**src/rtl/my_pkg.sv**
```systemverilog
// Shared definitions for the layer instruction path.
//   INSTRUCTION_LENGTH / OPCODE_LENGTH / ADDR_LENGTH : instruction word layout,
//     opcode sits directly above the address field.
//   OP_LOAD / OP_STOP : opcodes the sequencer reacts to.
//   seq_state_t       : instr_sequencer FSM states.
package my_pkg;

  localparam int INSTRUCTION_LENGTH = 24;
  localparam int OPCODE_LENGTH      = 3;
  localparam int ADDR_LENGTH        = 16;

  localparam logic [OPCODE_LENGTH-1:0] OP_LOAD = 3'b010;
  localparam logic [OPCODE_LENGTH-1:0] OP_STOP = 3'b111;

  typedef enum logic [1:0] {
    IDLE,
    PRIME,
    RUN
  } seq_state_t;

  function automatic logic [OPCODE_LENGTH-1:0] get_opcode(
    input logic [INSTRUCTION_LENGTH-1:0] word
  );
    return word[ADDR_LENGTH +: OPCODE_LENGTH];
  endfunction

endpackage

```
**src/rtl/instr_sequencer.sv**
```systemverilog
// instr_sequencer: fetches a layer program from a synchronous instruction
// memory and issues one instruction per cycle to the decoder.
//   clk, rst_n     : clock, asynchronous active-low reset
//   start, base_pc : begin a layer at base_pc (only honoured while idle)
//   imem_en        : memory read enable (memory holds rdata while low)
//   imem_addr      : read address, always the pc register
//   imem_rdata     : read data, one cycle after an enabled read
//   load_busy      : load unit cannot take a load this cycle
//   instruction    : registered instruction to the decoder, zero = NOP
//   layer_done     : pulse aligned with the issued stop instruction
//   busy           : sequencer is not idle
//   overrun        : sticky, program ran past the last address without stop
module instr_sequencer
  import my_pkg::*;
#(
  parameter  int PROG_DEPTH = 256,
  localparam int PC_WIDTH   = $clog2(PROG_DEPTH)
) (
  input  logic                          clk,
  input  logic                          rst_n,
  input  logic                          start,
  input  logic [PC_WIDTH-1:0]           base_pc,
  output logic                          imem_en,
  output logic [PC_WIDTH-1:0]           imem_addr,
  input  logic [INSTRUCTION_LENGTH-1:0] imem_rdata,
  input  logic                          load_busy,
  output logic [INSTRUCTION_LENGTH-1:0] instruction,
  output logic                          layer_done,
  output logic                          busy,
  output logic                          overrun
);

  localparam logic [PC_WIDTH-1:0] LAST_PC = PC_WIDTH'(PROG_DEPTH - 1);

  seq_state_t                    state_q, state_d;
  logic [PC_WIDTH-1:0]           pc_q, pc_d;
  // Set when the word now (or next) in imem_rdata was read from LAST_PC.
  // pc itself parks at LAST_PC instead of wrapping.
  logic                          at_end_q, at_end_d;
  logic [INSTRUCTION_LENGTH-1:0] instruction_q, instruction_d;
  logic                          layer_done_q, layer_done_d;
  logic                          overrun_q, overrun_d;
  logic [OPCODE_LENGTH-1:0]      opcode;

  assign opcode = get_opcode(imem_rdata);

  always_comb begin
    state_d       = state_q;
    pc_d          = pc_q;
    at_end_d      = at_end_q;
    instruction_d = '0;
    layer_done_d  = 1'b0;
    overrun_d     = overrun_q;
    imem_en       = 1'b0;

    case (state_q)
      IDLE: begin
        if (start) begin
          pc_d      = base_pc;
          at_end_d  = 1'b0;
          overrun_d = 1'b0;
          state_d   = PRIME;
        end
      end

      PRIME: begin
        imem_en = 1'b1;
        if (pc_q == LAST_PC) at_end_d = 1'b1;
        else                 pc_d     = pc_q + PC_WIDTH'(1);
        state_d = RUN;
      end

      RUN: begin
        if (opcode == OP_LOAD && load_busy) begin
          // Stall: NOP out, memory holds the load word for re-evaluation.
          instruction_d = '0;
        end else if (opcode == OP_STOP) begin
          instruction_d = imem_rdata;
          layer_done_d  = 1'b1;
          state_d       = IDLE;
        end else if (at_end_q) begin
          instruction_d = imem_rdata;
          overrun_d     = 1'b1;
          state_d       = IDLE;
        end else begin
          instruction_d = imem_rdata;
          imem_en       = 1'b1;
          if (pc_q == LAST_PC) at_end_d = 1'b1;
          else                 pc_d     = pc_q + PC_WIDTH'(1);
        end
      end

      default: state_d = IDLE;
    endcase
  end

  always_ff @(posedge clk or negedge rst_n) begin
    if (!rst_n) begin
      state_q       <= IDLE;
      pc_q          <= '0;
      at_end_q      <= 1'b0;
      instruction_q <= '0;
      layer_done_q  <= 1'b0;
      overrun_q     <= 1'b0;
    end else begin
      state_q       <= state_d;
      pc_q          <= pc_d;
      at_end_q      <= at_end_d;
      instruction_q <= instruction_d;
      layer_done_q  <= layer_done_d;
      overrun_q     <= overrun_d;
    end
  end

  assign imem_addr   = pc_q;
  assign instruction = instruction_q;
  assign layer_done  = layer_done_q;
  assign overrun     = overrun_q;
  assign busy        = (state_q != IDLE);

endmodule
```
**config.mk**
```make
export PLATFORM = sky130hd
export DESIGN_NAME = instr_sequencer
export DESIGN_NICKNAME = d
export VERILOG_FILES = /design/src/rtl/my_pkg.sv /design/src/rtl/instr_sequencer.sv
export SDC_FILE = /design/constraint.sdc
export NUM_CORES = 1
export LEC_CHECK = 0
export BUFFER_PORTS_ARGS = -buffer_cell sky130_fd_sc_hd__buf_4
export CORE_MARGIN = 2
export CORE_UTILIZATION = 30
export DETAILED_ROUTE_END_ITERATION = 10
export PLACE_DENSITY = 0.54
export SLEW_MARGIN = 20
export SYNTH_ARGS = -nofsm -noshare
export SYNTH_HDL_FRONTEND = slang
export SYNTH_SLANG_ARGS = --single-unit
```
**constraint.sdc**
```tcl
create_clock -name clk -period 2.4 [get_ports clk]
set_input_delay 0.48 -clock clk [delete_from_list [all_inputs] [get_ports clk]]
set_output_delay 0.48 -clock clk [all_outputs]
set_load 0.02 [all_outputs]
```
* Yosys cells after proc, flatten, opt, wreduce, memory -nomap -nowiden *
Cells that the tools add are included.

word-level totals
  bits in registers = 37
  output and inout port bits = 36
  input bits = 36
  logic and storage cells = 59

operators by class
  reductions and logical operators = 9
  mux-type cells = 31
  eq/ne operators = 12
  $add $sub $neg = 1

operator list
  kind                 number
  $mux 24              2
  $mux 8               5
  $pmux 8 s3           1
  $mux 1               15
  $reduce_and 5->1     3
  $ne 2x2->1 const B   6
  $add 8x1->8 const B  1
  $eq 8x8->1 const B   1
  $mux 2               4
  $pmux 2 s3           1
  $pmux 1 s2           2
  $reduce_bool 2->1    2
  $eq 3x2->1 const B   1
  $eq 3x3->1 const B   1
  $ne 3x3->1 const B   1
  $pmux 1 s3           1
  $reduce_and 3->1     1
  $reduce_bool 3->1    1
  $eq 2x1->1 const B   1
  $eq 2x2->1 const B   1
  $logic_not 2->1      1
  $logic_and 1x1->1    1

* Depth between registers and ports, before layout *
Gate-level depths: netlist of run 1.

  word-level depth = 6
  depth in mapped cells = 7
  mapped depth without buffers = 6

* Least setup slack after synthesis of run 1 *
OpenSTA, ideal clock, no wires.

  kind = reg-to-output
  start = register state_q[0]
  end = output port imem_en
  arrival = 1.380 ns
  buffers on the path = 1
  cell stages (with the launch flop) = 6
  required time = 1.920 ns
  slack = 0.540 ns
  cell sequence = dfrtp_1 inv_1 ha_1 inv_1 clkbuf_1 nor2_1

between the ends
  cells in the longest elaborated chain, start to end = 2
  elaborated cells on any way between the ends = 3
  classes of those cells = eq/ne (2); mux (1)

ends and longest elaborated chain
  what                                      RTL line                text
  start: declaration                        instr_sequencer.sv:35   seq_state_t state_q, state_d;
  start signal: assignment                  instr_sequencer.sv:106  state_q <= state_d;
  $eq 2x2->1 or $eq 2x1->1 (tied branches)  instr_sequencer.sv:56   case (state_q)
  $pmux 1 s2 *                              instr_sequencer.sv:56
  end: declaration                          instr_sequencer.sv:23   output logic imem_en,

Every way passes the cells marked *; elsewhere a longest branch is shown, timed or not.

* Worst setup path after layout of run 1 *
Same ends and word-level chain as after synthesis.

==> results of run 1 <==
worst max-delay path, delay by kind of cell (launching register included):
kind	cells	cell delay, ps
flip-flops	1	420
AND/OR/NAND/NOR	1	130
adder cells (fa/ha/maj)	1	550
buffers and inverters	3	370
cell usage in the layout (no fill, tap or decap), types with 2 or more instances in the layout:
cell      instances
nor2b_1           2
inv_1            12
nor2_1            4
and2_1           26
nor3b_1           2
or3_1             3
o22ai_1           2
nand4_1           7
a21oi_1           4
nor3_1            4
a31oi_1           7
clkbuf_8          5
and3_1            5
dfrtp_1          37
o211ai_1          3
clkinv_2          2
nand3b_1          2
ha_1              6
nand3_1           2
and4_1            2
o21ai_0           3
a41oi_1           6
buf_4            76
mux2i_1           3
final cells by class:
cell class                 instances  area [sq um]  share of cell area
clock inverter                     3          17.5             0.00696
multi-input combinational        109           795               0.316
inverter                          12          45.0              0.0179
clock buffer                       5          68.8              0.0273
tap                               75          93.8              0.0373
sequential                        37           926               0.368
timing repair buffer              76           571               0.227
path summary, 6_finish.rpt:
check | endpoint | slack, ps | cells past startpoint
worst max-delay path | imem_en | 160 | 5
worst min-delay path | instruction[13] | 160 | 1
worst max register to register | imem_addr[5] | 420 | 7
worst min register to register | overrun | 560 | 2
max in group asynchronous | instruction[3] | 1900 | 1
min in group clk | instruction[12] | 400 | 2
cells in the mapped netlist, types with 3 or more instances:
library cell	n
inv_1	12
o211ai_1	3
ha_1	6
clkbuf_1	5
nand4_1	7
o21ai_0	3
a41oi_1	6
nor2_1	4
dfrtp_1	37
a21oi_1	4
nor2b_1	3
nor3_1	4
mux2i_1	3
or3_1	3
and3_1	5
and2_1	26
a31oi_1	7
registers in the layout, indices dropped and copies added, names as in the netlist:
register,cells
instruction,24
imem_addr,8
state_q,2
at_end_q,1
layer_done,1
overrun,1
routing by layer:
layer  global-route usage  up-vias  share of wire
met5                    0        -              0
met4               0.0350        0         0.0097
met3               0.0319        5          0.072
met2                0.217       54           0.45
met1                0.176      692           0.47
li1                     -      748              -
cell families after synthesis:
group | after synthesis
flip-flops | 37
AO/OA/AOI/OAI | 33
adder cells (fa/ha/maj) | 6
multiplexers | 3
AND/OR/NAND/NOR | 67
buffers and inverters | 21
power breakdown:
part | internal, uW | switching, uW
logic | 619 | 794
clock network | 201 | 228
registers | 785 | 127
total | 1600 | 1150
per-stage QoR:
step	cell area [sq um]	power [uW]	instances	util	setup WS, ps
after floorplan	1810	1830	167	-	540
after global placement	2430	2330	309	0.412	333
after detailed placement	2430	2340	309	0.412	273
after CTS	2510	2800	317	0.427	136
after global routing	2520	2980	317	0.428	9.95
final	2520	2750	317	0.428	164
==> results.py, run 1 <==
metrics = {
    "status": {
        "status": "complete, no violations",
    },
    "timing": {
        "period_share": 0.931,
        "final.setup.tns_ps": 0,
        "slew_viol_final": 0,
        "min_period_ps": 2240,
        "hold_ws_ps": 160,
        "hold_violations": 0,
        "max_freq_mhz": 447,
        "fin_skew_ps": 9.00,
        "worstMarginPinSlew_ps": 632,
        "rsz0062_at_grt": "false",
        "maxSlewHeadroom": 0.577,
        "setup_viol": 0,
    },
    "routing": {
        "vias": 1499,
        "drc_errors": 0,
        "finalWirelength_um": 4350,
        "ant_nets": 0,
        "avgViaCountPerCell": 4.73,
        "wl_per_cell_um": 13.7,
        "firstDrtPassIters": 4,
        "drt_iter0_markers": 36,
    },
    "setup_path": {
        "path_cells": "inv_1 -> ha_1 -> inv_1 -> nor2_1 -> buf_4",
        "required_ps": 1920,
        "worst-setup-path-type": "flip-flop to primary output",
        "crit_top_cell": "inv_1",
        "reg2reg_from": "state_q[0]",
        "cp-end-kind": "primary output",
        "critical_path.max_fanout": 12,
        "slowest_delay_ps": 550,
        "crit_start": "state_q[0]",
        "critPathLaunchType": "flip-flop",
        "slowest_stage": "ha_1",
        "crit_arrival_ps": 1760,
    },
    "flow_run": {
        "cap_violations": 0,
    },
    "logic_synthesis": {
        "syn_inst": 167,
        "synthAdderAreaFrac": 0.0414,
        "synth_xor_area_frac": 0,
        "yosysTopAreaCellShare": 0.511,
        "synth-seq-cells": 37,
        "yosysTopAreaCell": "dfrtp_1",
        "synthTopCellsByArea": "dfrtp_1, and2_1, ha_1",
        "synth_top_family_by_area": "simple AND/OR/NAND/NOR gates",
        "ys_types": 40,
        "ys_warn_count": 0,
        "synth-compound-area-share": 0.134,
        "synth_fp_nets": 209,
        "async_flop_share": 1.00,
        "syn_area_sq_um": 1810,
        "ys_seq_area_frac": 0.511,
        "avgSynthCellArea_sq_um": 10.9,
        "yosys_most_used_dff": "dfrtp_1",
        "synth_edf_count": 0,
        "muxShareOfSynthArea": 0.0166,
        "synth-simple-area-share": 0.245,
    },
    "cts": {
        "cts_tree": "done",
        "cts_sinks": 37,
        "path_clk_slew_ps": 80,
        "clock_latency_ps": 290,
        "tritoncts.num_buffers": 5,
        "cts.htree.levels": 2,
        "cts_hold_buf": 0,
        "cts_buffer_depth": 2,
        "postCtsSetupBuffers": 0,
        "ctsResizeCount": 0,
        "root_buffer": "clkbuf_8",
    },
    "global_route": {
        "grt_max_degree": 38,
        "grt_overflow": 0,
        "grt_pass1_wl_um": 6920,
        "antenna_found_initial": 0,
        "grt_pass1_vias": 1447,
        "grt.total_usage": 0.133,
    },
    "place": {
        "dp_hpwl_um": 3050,
        "gp_congestion": 0.789,
        "io_buffers": 71,
    },
    "finish": {
        "drive_gt1_frac": 0.376,
        "area_growth_pct": 38.8,
        "fin_nets": 283,
        "fillCellCount": 590,
        "n_antenna_cell": 0,
    },
    "floorplanning": {
        "start_util": 0.308,
        "pin_count": 72,
        "coreArea_sq_um": 5890,
        "rows": 28,
        "die_w_um": 81.7,
        "die_h_um": 81.7,
        "dieArea_sq_um": 6680,
    },
    "pwr": {
        "power.leakage_uw": 0.00124,
        "power.density_nw_per_um2": 1090,
        "ir_drop_mv": 0.643,
    },
    "worst_hold_path": {
        "hold_path.class": "input port to asynchronous set/reset pin",
    },
}
No activity file was read; power rests on OpenSTA's default activity.
==> inputs of run 2 (changes only) <==
--- a/config.mk
+++ b/config.mk
@@ -7,9 +7,9 @@
 export LEC_CHECK = 0
 export BUFFER_PORTS_ARGS = -buffer_cell sky130_fd_sc_hd__buf_4
 export CORE_MARGIN = 2
-export CORE_UTILIZATION = 30
+export CORE_UTILIZATION = 48
 export DETAILED_ROUTE_END_ITERATION = 10
-export PLACE_DENSITY = 0.54
+export PLACE_DENSITY = 0.79
 export SLEW_MARGIN = 20
 export SYNTH_ARGS = -nofsm -noshare
 export SYNTH_HDL_FRONTEND = slang
==> results.py, run 2 (same netlist as run 1, synthesis figures left out) <==
metrics = {
    "pwr": {
        "power.density_nw_per_um2": 1170,
        "ir_drop_mv": 0.794,
        "power.leakage_uw": 0.00125,
    },
    "finish": {
        "final_common_cell": "buf_4",
        "final_cell_mix": "buf_4, dfrtp_1, and2_1",
        "multi_input_area_sq_um": 795,
        "fin_nets": 281,
        "area_growth_pct": 38.9,
        "regArea_sq_um": 926,
        "n_antenna_cell": 0,
        "drive_gt1_frac": 0.371,
        "finalNonFillerCells": 288,
        "fillCellCount": 298,
        "largest_reg_flops": 24,
    },
    "cts": {
        "cts_tree": "done",
        "path_clk_slew_ps": 80,
        "tritoncts.num_buffers": 5,
        "cts_buffer_depth": 2,
        "cts_hold_buf": 0,
        "postCtsSetupBuffers": 0,
        "cts.htree.levels": 2,
        "root_buffer": "clkbuf_8",
        "ctsResizeCount": 0,
        "clock_latency_ps": 300,
        "cts_sinks": 37,
    },
    "routing": {
        "finalWirelength_um": 4060,
        "wl_per_cell_um": 14.1,
        "firstDrtPassIters": 4,
        "avgViaCountPerCell": 5.25,
        "drt_iter0_markers": 67,
        "vias": 1513,
        "ant_nets": 0,
        "drc_errors": 0,
    },
    "setup_path": {
        "crit_arrival_ps": 1760,
        "crit_top_cell": "inv_1",
        "required_ps": 1920,
        "path_cells": "inv_1 -> ha_1 -> inv_1 -> nor2_1 -> buf_4",
        "critPathLaunchType": "flip-flop",
        "worst-setup-path-type": "flip-flop to primary output",
        "slowest_stage": "ha_1",
        "cp-end-kind": "primary output",
        "slowest_delay_ps": 550,
        "critical_path.max_fanout": 12,
    },
    "global_route": {
        "antenna_found_initial": 0,
        "grt.total_usage": 0.211,
        "use_met1": 0.269,
        "grt_pass1_wl_um": 6790,
        "grtUsageMet3": 0.0634,
        "grt_max_degree": 38,
        "grt_overflow": 0,
        "grt_pass1_vias": 1429,
        "grt_use_met2": 0.341,
        "busiest_layer": "met2",
    },
    "place": {
        "io_buffers": 71,
        "dp_hpwl_um": 2890,
        "dp.cells": 280,
        "place_ws_ps": 370,
        "gp_congestion": 0.813,
    },
    "timing": {
        "fin_skew_ps": 6.60,
        "max_freq_mhz": 446,
        "final.setup.tns_ps": 0,
        "rsz0062_at_grt": "false",
        "min_period_ps": 2240,
        "maxSlewHeadroom": 0.591,
        "worstMarginPinSlew_ps": 611,
        "setup_viol": 0,
        "period_share": 0.934,
        "hold_violations": 0,
        "slew_viol_final": 0,
        "setup_slack_ps": 159,
    },
    "flow_run": {
        "cap_violations": 0,
    },
    "floorplanning": {
        "start_util": 0.499,
        "die_w_um": 65.5,
        "rows": 22,
        "coreArea_sq_um": 3630,
        "dieArea_sq_um": 4280,
        "die_h_um": 65.5,
        "pin_count": 72,
    },
    "status": {
        "status": "complete, no violations",
    },
    "worst_hold_path": {
        "hold_path.class": "input port to asynchronous set/reset pin",
    },
}
-- run 2: final timing paths --
check	end	slack, ps	cells after the start	start
max in group asynchronous	instruction[12]	1940	1	rst_n
min in group clk	instruction[6]	390	2	imem_rdata[6]
min	imem_addr[4]	130	1	rst_n
max	imem_en	160	5	state_q[0]
min reg2reg	overrun	560	2	overrun
max reg2reg	imem_addr[5]	440	7	state_q[0]
-- run 2: final cells by class --
class / count / share of cell area
flip-flops and latches: 37 / 0.368
clock buffers: 5 / 0.0273
repair buffers: 74 / 0.221
inverters: 12 / 0.0179
multi-input cells: 109 / 0.315
clock inverters: 3 / 0.0273
well taps: 48 / 0.0238
-- run 2: critical path, delay by kind of cell, from the launching register on --
family	cells	cell delay [ps]
adder cells (fa/ha/maj)	1	550
flip-flops	1	420
buffers and inverters	3	360
AND/OR/NAND/NOR	1	140
-- run 2: power breakdown --
| part | internal, uW | switching, uW |
|---|---|---|
| combinational | 612 | 778 |
| sequential | 786 | 129 |
| clock | 418 | 236 |
-- run 2: stage by stage --
stage	instance area [sq um]	hold slack (ps)	power [uW]	utilization
4_1_cts	2520	141	2970	0.692
3_5_place_dp	2380	467	2310	0.655
6_report	2520	134	2960	0.693
3_3_place_gp	2380	467	2300	0.655
5_1_grt	2520	157	3170	0.693
2_1_floorplan	1810	184	1830	-
-- run 2: metal layers --
metal / up-vias / share of wire / wire, um
met3: 6 / 0.081 / 327
met1: 697 / 0.41 / 1670
met5: - / 0 / 0
met4: 0 / 0.017 / 70
met2: 68 / 0.49 / 1990
li1: 742 / - / -
